[src/rtl/ssp_uart_pkg.sv]
// Shared types, interrupt bit positions and sizing helper for the SSP UART FIFO.
package ssp_uart_pkg;

  localparam int IRQ_EF = 0;
  localparam int IRQ_HF = 1;
  localparam int IRQ_TH = 2;
  localparam int IRQ_TO = 3;

  typedef struct packed {
    logic to;
    logic th;
    logic hf;
    logic ef;
  } irq_vec_t;

  // Occupancy needs one bit more than the address so that "full" is representable.
  function automatic int cnt_w(input int depth);
    return $clog2(depth) + 1;
  endfunction

endpackage

[src/rtl/ssp_uart_fifo_ram.sv]
// FIFO storage: one write port, asynchronous read port, no reset on contents.
module ssp_uart_fifo_ram #(
  parameter int DW    = 8,
  parameter int DEPTH = 16
) (
  input  logic                     clk,
  input  logic                     we,
  input  logic [$clog2(DEPTH)-1:0] waddr,
  input  logic [DW-1:0]            wdata,
  input  logic [$clog2(DEPTH)-1:0] raddr,
  output logic [DW-1:0]            rdata
);

  logic [DW-1:0] mem [DEPTH];

  always_ff @(posedge clk) begin
    if (we) begin
      mem[waddr] <= wdata;
    end
  end

  assign rdata = mem[raddr];

endmodule

[src/rtl/ssp_uart_fifo_ctl.sv]
// FIFO controller: pointers, occupancy flags, threshold, receive timeout and masked IRQ.
module ssp_uart_fifo_ctl
  import ssp_uart_pkg::*;
#(
  parameter int DW    = 8,
  parameter int DEPTH = 16,
  parameter int TOW   = 8
) (
  input  logic                    Clk,
  input  logic                    Rst,
  input  logic                    Clr,
  input  logic                    WE,
  input  logic [DW-1:0]           WD,
  input  logic                    RE,
  output logic [DW-1:0]           RD,
  input  logic [cnt_w(DEPTH)-1:0] Thr,
  input  logic [TOW-1:0]          TO_Len,
  input  logic                    Tick,
  input  logic [3:0]              IE,
  input  logic                    ErrClr,
  output logic [cnt_w(DEPTH)-1:0] Cnt,
  output logic                    EF,
  output logic                    FF,
  output logic                    HF,
  output logic                    TH,
  output logic                    iTO,
  output logic                    Ovr,
  output logic                    Unf,
  output logic                    IRQ
);

  localparam int CW = cnt_w(DEPTH);
  localparam int AW = $clog2(DEPTH);
  localparam logic [CW-1:0] CNT_FULL = CW'(DEPTH);
  localparam logic [CW-1:0] CNT_HALF = CW'(DEPTH / 2);

  logic [AW-1:0]  wptr_reg, wptr_next;
  logic [AW-1:0]  rptr_reg, rptr_next;
  logic [CW-1:0]  cnt_reg, cnt_next;
  logic [TOW-1:0] to_cnt_reg, to_cnt_next;
  logic           ef_reg, ef_next;
  logic           ff_reg, ff_next;
  logic           hf_reg, hf_next;
  logic           th_reg, th_next;
  logic           ito_reg, ito_next;
  logic           ovr_reg, ovr_next;
  logic           unf_reg, unf_next;
  logic           irq_reg, irq_next;
  logic           wr_ok, rd_ok, mem_we;
  irq_vec_t       src_next;

  ssp_uart_fifo_ram #(
    .DW    (DW),
    .DEPTH (DEPTH)
  ) u_ram (
    .clk   (Clk),
    .we    (mem_we),
    .waddr (wptr_reg),
    .wdata (WD),
    .raddr (rptr_reg),
    .rdata (RD)
  );

  // A write into a full FIFO is accepted only when a read frees the head slot in the same cycle.
  assign wr_ok  = WE && (!ff_reg || RE);
  assign rd_ok  = RE && !ef_reg;
  assign mem_we = wr_ok && !Clr && Rst;

  always_comb begin
    wptr_next   = wptr_reg;
    rptr_next   = rptr_reg;
    cnt_next    = cnt_reg;
    to_cnt_next = to_cnt_reg;
    ito_next    = ito_reg;
    ovr_next    = ovr_reg;
    unf_next    = unf_reg;

    if (Clr) begin
      wptr_next   = '0;
      rptr_next   = '0;
      cnt_next    = '0;
      to_cnt_next = '0;
      ito_next    = 1'b0;
      ovr_next    = 1'b0;
      unf_next    = 1'b0;
    end else begin
      if (wr_ok) begin
        wptr_next = wptr_reg + AW'(1);
      end
      if (rd_ok) begin
        rptr_next = rptr_reg + AW'(1);
      end

      if (wr_ok && !rd_ok) begin
        cnt_next = cnt_reg + CW'(1);
      end else if (rd_ok && !wr_ok) begin
        cnt_next = cnt_reg - CW'(1);
      end

      // A fresh error outranks ErrClr in the same cycle.
      if (WE && ff_reg && !RE) begin
        ovr_next = 1'b1;
      end else if (ErrClr) begin
        ovr_next = 1'b0;
      end

      if (RE && ef_reg) begin
        unf_next = 1'b1;
      end else if (ErrClr) begin
        unf_next = 1'b0;
      end

      if (wr_ok || rd_ok || ef_reg || (TO_Len == '0)) begin
        to_cnt_next = '0;
      end else if (to_cnt_reg >= TO_Len) begin
        to_cnt_next = TO_Len;
      end else if (Tick) begin
        to_cnt_next = to_cnt_reg + TOW'(1);
      end

      // Flag rises on the edge that brings the count to TO_Len; only a read drains it.
      if (rd_ok) begin
        ito_next = 1'b0;
      end else if ((TO_Len != '0) && (to_cnt_next == TO_Len)) begin
        ito_next = 1'b1;
      end
    end

    ef_next = (cnt_next == '0);
    ff_next = (cnt_next == CNT_FULL);
    hf_next = (cnt_next >= CNT_HALF);
    th_next = (Thr != '0) && (cnt_next >= Thr);

    src_next.to = ito_next;
    src_next.th = th_next;
    src_next.hf = hf_next;
    src_next.ef = ef_next;

    irq_next = (IE[IRQ_TO] & src_next.to) |
               (IE[IRQ_TH] & src_next.th) |
               (IE[IRQ_HF] & src_next.hf) |
               (IE[IRQ_EF] & src_next.ef);
  end

  always_ff @(posedge Clk) begin
    if (!Rst) begin
      wptr_reg   <= '0;
      rptr_reg   <= '0;
      cnt_reg    <= '0;
      to_cnt_reg <= '0;
      ef_reg     <= 1'b1;
      ff_reg     <= 1'b0;
      hf_reg     <= 1'b0;
      th_reg     <= 1'b0;
      ito_reg    <= 1'b0;
      ovr_reg    <= 1'b0;
      unf_reg    <= 1'b0;
      irq_reg    <= 1'b0;
    end else begin
      wptr_reg   <= wptr_next;
      rptr_reg   <= rptr_next;
      cnt_reg    <= cnt_next;
      to_cnt_reg <= to_cnt_next;
      ef_reg     <= ef_next;
      ff_reg     <= ff_next;
      hf_reg     <= hf_next;
      th_reg     <= th_next;
      ito_reg    <= ito_next;
      ovr_reg    <= ovr_next;
      unf_reg    <= unf_next;
      irq_reg    <= irq_next;
    end
  end

  assign Cnt = cnt_reg;
  assign EF  = ef_reg;
  assign FF  = ff_reg;
  assign HF  = hf_reg;
  assign TH  = th_reg;
  assign iTO = ito_reg;
  assign Ovr = ovr_reg;
  assign Unf = unf_reg;
  assign IRQ = irq_reg;

endmodule

[config.mk]
export PLATFORM = sky130hd
export DESIGN_NAME = ssp_uart_fifo_ctl
export DESIGN_NICKNAME = d
export VERILOG_FILES = /design/src/rtl/ssp_uart_pkg.sv /design/src/rtl/ssp_uart_fifo_ram.sv /design/src/rtl/ssp_uart_fifo_ctl.sv
export SDC_FILE = /design/constraint.sdc
export NUM_CORES = 1
export LEC_CHECK = 0
export ABC_AREA = 0
export BUFFER_PORTS_ARGS = -buffer_cell sky130_fd_sc_hd__buf_4
export CORE_MARGIN = 2
export CORE_UTILIZATION = 66
export CTS_BUF_LIST = sky130_fd_sc_hd__clkbuf_4
export CTS_CLUSTER_DIAMETER = 80
export DETAILED_ROUTE_END_ITERATION = 6
export GPL_TIMING_DRIVEN = 0
export PLACE_DENSITY = 0.89
export RECOVER_POWER = 100
export SYNTH_ARGS = -nofsm -noshare
export SYNTH_HDL_FRONTEND = slang
export SYNTH_SLANG_ARGS = --single-unit
export TNS_END_PERCENT = 30
[constraint.sdc]
create_clock -name Clk -period 6.6 [get_ports Clk]
set_input_delay 1.98 -clock Clk [delete_from_list [all_inputs] [get_ports Clk]]
set_output_delay 1.98 -clock Clk [all_outputs]
set_load 0.02 [all_outputs]
## Yosys cells after proc, flatten, opt, wreduce, memory -nomap -nowiden

Memories as Yosys holds them, arrays and structs flattened. A register that Yosys moved wholly into a read port is not among the register bits.
Cells that the tools add are included.

- Flip-flop bits (word level): 29
- Latch bits: 0
- Bits in writable memories: 128
- Bits in read-only memories: 0
- Input bits: 32
- Output and inout bits: 21
- Word-level logic and storage cells: 76
- Memories: 1

- Add/subtract/negate cells: 5
- $mul: 0
- Div/mod/pow operators: 0
- Order comparisons: 3
- Equal/unequal tests: 2
- Shifts and indexed selects: 0
- Muxes and demuxes: 17
- Bitwise gates (word level): 8
- Reductions and logical operators: 28

Memory list:

| name | words | width | rd ports | clocked after memory_dff | write ports | RTL line | text |
|---|---|---|---|---|---|---|---|
| u_ram.mem | 16 | 8 | 1 | 1 | 1 | ssp_uart_fifo_ram.sv:14 | `logic [DW-1:0] mem [DEPTH];` |

Operators with widths:

| kind | count |
|---|---|
| $mux 8 | 4 |
| $mux 5 | 3 |
| $logic_and 1x1->1 | 11 |
| $add 4x1->4 const B | 2 |
| $add 8x1->8 const B | 1 |
| $eq 8x8->1 | 1 |
| $ge 8x8->1 | 1 |
| $logic_not 8->1 | 1 |
| $mux 1 | 8 |
| $mux 4 | 2 |
| $reduce_bool 8->1 | 1 |
| $logic_not 1->1 | 6 |
| $add 5x1->5 const B | 1 |
| $eq 5x5->1 const B | 1 |
| $ge 5x4->1 const B | 1 |
| $ge 5x5->1 | 1 |
| $logic_not 5->1 | 1 |
| $reduce_bool 5->1 | 1 |
| $sub 5x1->5 const B | 1 |
| $and 1x1->1 | 4 |
| $logic_or 1x1->1 | 4 |
| $reduce_bool 2->1 | 2 |
| $or 1x1->1 | 3 |
| $reduce_or 2->1 | 1 |
| $not 1->1 | 1 |

## Longest topological paths before layout

- Depth in word-level cells: 17
- Gate-level depth with buffers: 13
- Depth with buffers taken out: 13

## Modules after synthesis

Synthesis repeated with hierarchy kept, for this count alone.

- Cell total of the unflattened synthesis: 460
- Area total of the unflattened synthesis: 6,930.4 sq um

By module, submodules not included:

| module | instances | cells an instance | area each (sq um) | sequential area each (sq um) |
|---|---|---|---|---|
| ssp_uart_fifo_ram | 1 | 221 | 4,987.3 | 3,843.7 |
| ssp_uart_fifo_ctl | 1 | 239 | 1,943.1 | 580.6 |

## Worst setup path after synthesis

OpenSTA, ideal clock, no wires.

- Path type: input to register
- Start point: input port RE
- End point: register irq_reg (netlist: IRQ)
- Library setup time: 0.126 ns
- Arrival time: 3.980 ns
- Data required time: 6.474 ns
- Slack: 2.494 ns
- Stages on the path: 11
- Buffers on the path: 0
- Cell sequence: nand2b_2 > or3_1 > o32a_1 > mux2_4 > ha_1 > o21ai_0 > a21oi_1 > o31a_1 > o2bb2ai_1 > a31oi_1 > nand4_1

- Elaborated cells on any way between the ends: 31
- Classes of those cells: order compare (2); eq/ne (1); mux (8); bitwise (7); reduce/logical (13)

RTL lines:

| what | RTL line | text |
|---|---|---|
| start: declaration | ssp_uart_fifo_ctl.sv:14 | `input logic RE,` |
| $logic_or 1x1->1 | ssp_uart_fifo_ctl.sv:65 | `assign wr_ok = WE && (!ff_reg \|\| RE);` |
| $logic_and 1x1->1 | ssp_uart_fifo_ctl.sv:65 |  |
| $logic_not 1->1 | ssp_uart_fifo_ctl.sv:96 | `end else if (rd_ok && !wr_ok) begin` |
| $logic_and 1x1->1 | ssp_uart_fifo_ctl.sv:96 |  |
| $mux 5 | ssp_uart_fifo_ctl.sv:96 |  |
| $mux 5 (*) | ssp_uart_fifo_ctl.sv:94 | `if (wr_ok && !rd_ok) begin` |
| $mux 5 (*) | ssp_uart_fifo_ctl.sv:78 | `if (Clr) begin` |
| via cnt_next[3] | ssp_uart_fifo_ctl.sv:39 | `logic [CW-1:0] cnt_reg, cnt_next;` |
| $ge 5x5->1 | ssp_uart_fifo_ctl.sv:132 | `th_next = (Thr != '0) && (cnt_next >= Thr);` |
| $logic_and 1x1->1 | ssp_uart_fifo_ctl.sv:132 |  |
| $and 1x1->1 | ssp_uart_fifo_ctl.sv:140 | `(IE[IRQ_TH] & src_next.th) \|` |
| $or 1x1->1 | ssp_uart_fifo_ctl.sv:139 | `irq_next = (IE[IRQ_TO] & src_next.to) \|` |
| $or 1x1->1 | ssp_uart_fifo_ctl.sv:140 |  |
| $or 1x1->1 (*) | ssp_uart_fifo_ctl.sv:141 | `(IE[IRQ_HF] & src_next.hf) \|` |
| end signal: assignment | ssp_uart_fifo_ctl.sv:171 | `irq_reg <= irq_next;` |
| end: declaration | ssp_uart_fifo_ctl.sv:48 | `logic irq_reg, irq_next;` |

The timed path passes the listed nets; every way through them passes the cells marked *. The select of a mux whose other input is x is not followed.
A chain may end at the register's enable or synchronous reset.

==> flow_summary.json <==
{
  "clockRootBuffer": "clkbuf_4",
  "clock-sinks": 161,
  "routed_wl_mm": 14.89,
  "drtPass1Iterations": 5,
  "ys_ff_latch": 161,
  "nets": 570,
  "finalCoreUtilization_pct": 73.96,
  "yosysWarningCount": 0,
  "ant_nets": 0,
  "syn2layout_area_growth_pct": 9.716,
  "crit_arrival_ps": 3150,
  "slew_headroom_pct": -2.160,
  "crit_required_ps": 4620,
  "tritoncts": "yes",
  "grt_pass1_vias": 4216,
  "holdCritPathClass": "flop to flop",
  "grt_max_degree": 17,
  "finalSetupViolCount": 0,
  "peakVddDrop_mv": 0.09861,
  "final_max_slew_viol_count": 27,
  "grt-ovfl-total": 0,
  "p_leak_nw": 2.567,
  "clock_latency_ps": 530,
  "drive_above_1_share_pct": 17.74,
  "grt.total_usage_pct": 28.42,
  "dieArea_sq_um": 11330,
  "slowest_stage": "clkbuf_1",
  "rr_worst_depth": 12,
  "synth_edf_count": 128,
  "ys_seq_area_share_pct": 65.02,
  "die_h_microns": 106.5,
  "endpoint_kind": "output pin",
  "max_freq_mhz": 194.9,
  "power_density_nw_per_um2": 234.1,
  "reg2reg_slack_ps": 3670,
  "largest_register_ffs": 128,
  "violations": "max-capacitance violations, max-slew violations",
  "avgSynthCellArea_sq_um": 15.46,
  "crit_end": "RD[1]",
  "initial_utilization_pct": 67.41,
  "status": "complete, but fails checks",
  "cp_max_fo": 10,
  "synth_nets": 501,
  "wl_per_cell_microns": 22.36,
  "ioPinCount": 53,
  "grt_pass1_wl_mm": 23.07,
  "diodes": 0,
  "clock_path_buffers": 2,
  "hold_viol": 0,
  "rsz0062_at_grt": "no",
  "slowest_delay_ps": 700,
  "clock_skew_ps": 14.96,
  "core_area_sq_um": 10280,
  "reg2reg_to": "IRQ",
  "period_share_pct": 77.75,
  "vias_per_cell": 6.255,
  "cts_htree_levels": 4,
  "rows": 37,
  "tns_ps": 0,
  "syn_area_sq_um": 6928,
  "period_needed_ps": 5132,
  "drtIter0Drc": 330,
  "ys.flop_type": "edfxtp_1",
  "cp_common_cell": "clkbuf_1",
  "die_w_microns": 106.5,
  "postCtsSetupBuffers": 0,
  "io_buffers": 50,
  "ys_types": 50,
  "dp_hpwl_mm": 10.02,
  "drcViolationCount": 0,
  "cts_resized": 0,
  "postSynthCellCount": 448,
  "place_congestion": 0.8748,
  "maxCapViolCount": 3,
  "worstReg2RegStart": "EF",
  "synthArstFlopShare_pct": 0,
  "clkTransAtPathRegs_ps": 120,
  "path_class": "flop to output pin",
  "worstMarginPinSlew_ps": 1521,
  "path_cells": "clkbuf_1 -> clkbuf_1 -> mux4_2 -> mux4_2 -> clkbuf_1",
  "num_vias": 4166,
  "holdBufCountCts": 0,
  "antenna_found_initial": 0,
  "cts_buffers": 17,
  "fillCellCount": 688,
  "startpoint_type": "flop"
}
## cells by family (layout without fill, tap and decap cells)
family | count (synthesis) | in the layout | synth area share [%]
flip-flops | 161 | 161 | 65.02
AND/OR/NAND/NOR | 117 | 117 | 8.452
AO/OA/AOI/OAI | 47 | 47 | 4.660
multiplexers | 46 | 46 | 13.98
buffers and inverters | 42 | 124 | 2.330
adder cells (fa/ha/maj) | 21 | 21 | 3.793
XOR/XNOR | 14 | 14 | 1.770
## worst min-delay path by stage
stage	startpoint	slack, ps	end	depth (start not counted)
after floorplan	rptr_reg[1]	470	flop	2
after global placement	Ovr	470	Ovr	2
after detailed placement	Unf	480	Unf	2
after CTS	Unf	500	Unf	2
after global routing	Unf	520	Unf	2
final	Unf	490	Unf	2
## cell type report
| class | instances | area, sq um | area share [%] |
|---|---|---|---|
| Multi-Input combinational cell | 245 | 2236 | 29.42 |
| Tap cell | 136 | 170.2 | 2.239 |
| Buffer | 18 | 70.07 | 0.9218 |
| Clock inverter | 11 | 113.9 | 1.498 |
| Inverter | 24 | 90.09 | 1.185 |
| Clock buffer | 21 | 157.7 | 2.074 |
| Sequential cell | 161 | 4504 | 59.26 |
| Timing Repair Buffer | 50 | 259.0 | 3.407 |
## synthesized netlist by cell type, drive strengths merged, types with 2 or more instances
| library cell | n | area, sq um |
|---|---|---|
| edfxtp | 128 | 3844 |
| nor4 | 2 | 27.53 |
| o221ai | 3 | 26.28 |
| and3 | 3 | 18.77 |
| a31oi | 2 | 12.51 |
| mux2i | 3 | 30.03 |
| ha | 21 | 262.8 |
| nand3 | 12 | 60.06 |
| a32oi | 2 | 17.52 |
| xor2 | 9 | 78.83 |
| xnor2 | 5 | 43.79 |
| mux4 | 40 | 900.9 |
| a21oi | 12 | 60.06 |
| nand3b | 2 | 15.01 |
| or3 | 3 | 18.77 |
| buf | 7 | 30.02 |
| nor2 | 40 | 150.1 |
| nor2b | 5 | 31.28 |
| dfxtp | 33 | 660.6 |
| nor3 | 6 | 30.03 |
| o21ai | 9 | 45.04 |
| nand2 | 19 | 71.32 |
| and2 | 7 | 43.79 |
| nand4 | 6 | 37.54 |
| mux2 | 3 | 37.53 |
| inv | 24 | 90.09 |
| nand2b | 9 | 58.81 |
| clkbuf | 11 | 41.29 |
| a211oi | 7 | 57.55 |
## power breakdown
part,internal [mW],switching (mW),leakage [nW]
clock,0.241,0.333,0.162
sequential,1.10,0.00492,1.42
combinational,0.0394,0.0622,0.986
## critical path: cells and delay by family (launching register included)
family | cells | cell delay, ps
muxes | 2 | 1160
DFF | 1 | 330
buffers and inverters | 3 | 1130
## cells in the final DEF, fill, tap and decap left out, types with 2 or more instances in the layout
cell type  synthesis  routed
and3_1             3       3
o221ai_1           3       3
clkbuf_4           0      22
dfxtp_1           33      33
inv_1             24      24
clkinv_2           0       4
nor3_1             6       6
buf_4              0      18
and2_0             0       2
nor2_1            40      40
nor4_1             1       2
mux2i_1            3       3
inv_4              0       2
a211oi_1           6       7
and2_1             7       5
mux4_2            40      40
mux2_1             0       3
nand4_1            6       6
or3_1              3       3
ha_1              21      21
nand2_1           19      19
bufinv_16          0       2
nand3b_1           2       2
xor2_1             9       9
a32oi_1            2       2
a21oi_1           12      12
nand2b_1           8       9
nor2b_1            5       5
a31oi_1            2       2
o21ai_0            7       8
xnor2_1            5       5
clkbuf_1          11      43
nand3_1           12      12
buf_2              3       2
buf_1              4       4
edfxtp_1         128     128
## routing by layer
metal | GRT usage, % | up-vias | share of wire (%)
met5 | 0 | - | 0
met4 | 11.22 | 0 | 2.4
met3 | 7.051 | 28 | 6.4
met2 | 47.89 | 184 | 52
met1 | 35.83 | 2089 | 39
li1 | - | 1865 | -
## stage by stage
step	hold WS (ps)	power, mW	setup WS, ps	area (sq um)	instances
6_report	494.6	1.779	1468	7601	666
5_1_grt	520.1	1.836	1216	7601	666
4_1_cts	501.6	1.792	1739	7745	666
3_5_place_dp	483.5	1.238	1970	7473	634
3_3_place_gp	471.6	1.232	2071	7473	634
2_1_floorplan	467.8	1.187	2494	6928	448
Note: power is estimated with default switching activity, not from simulation.
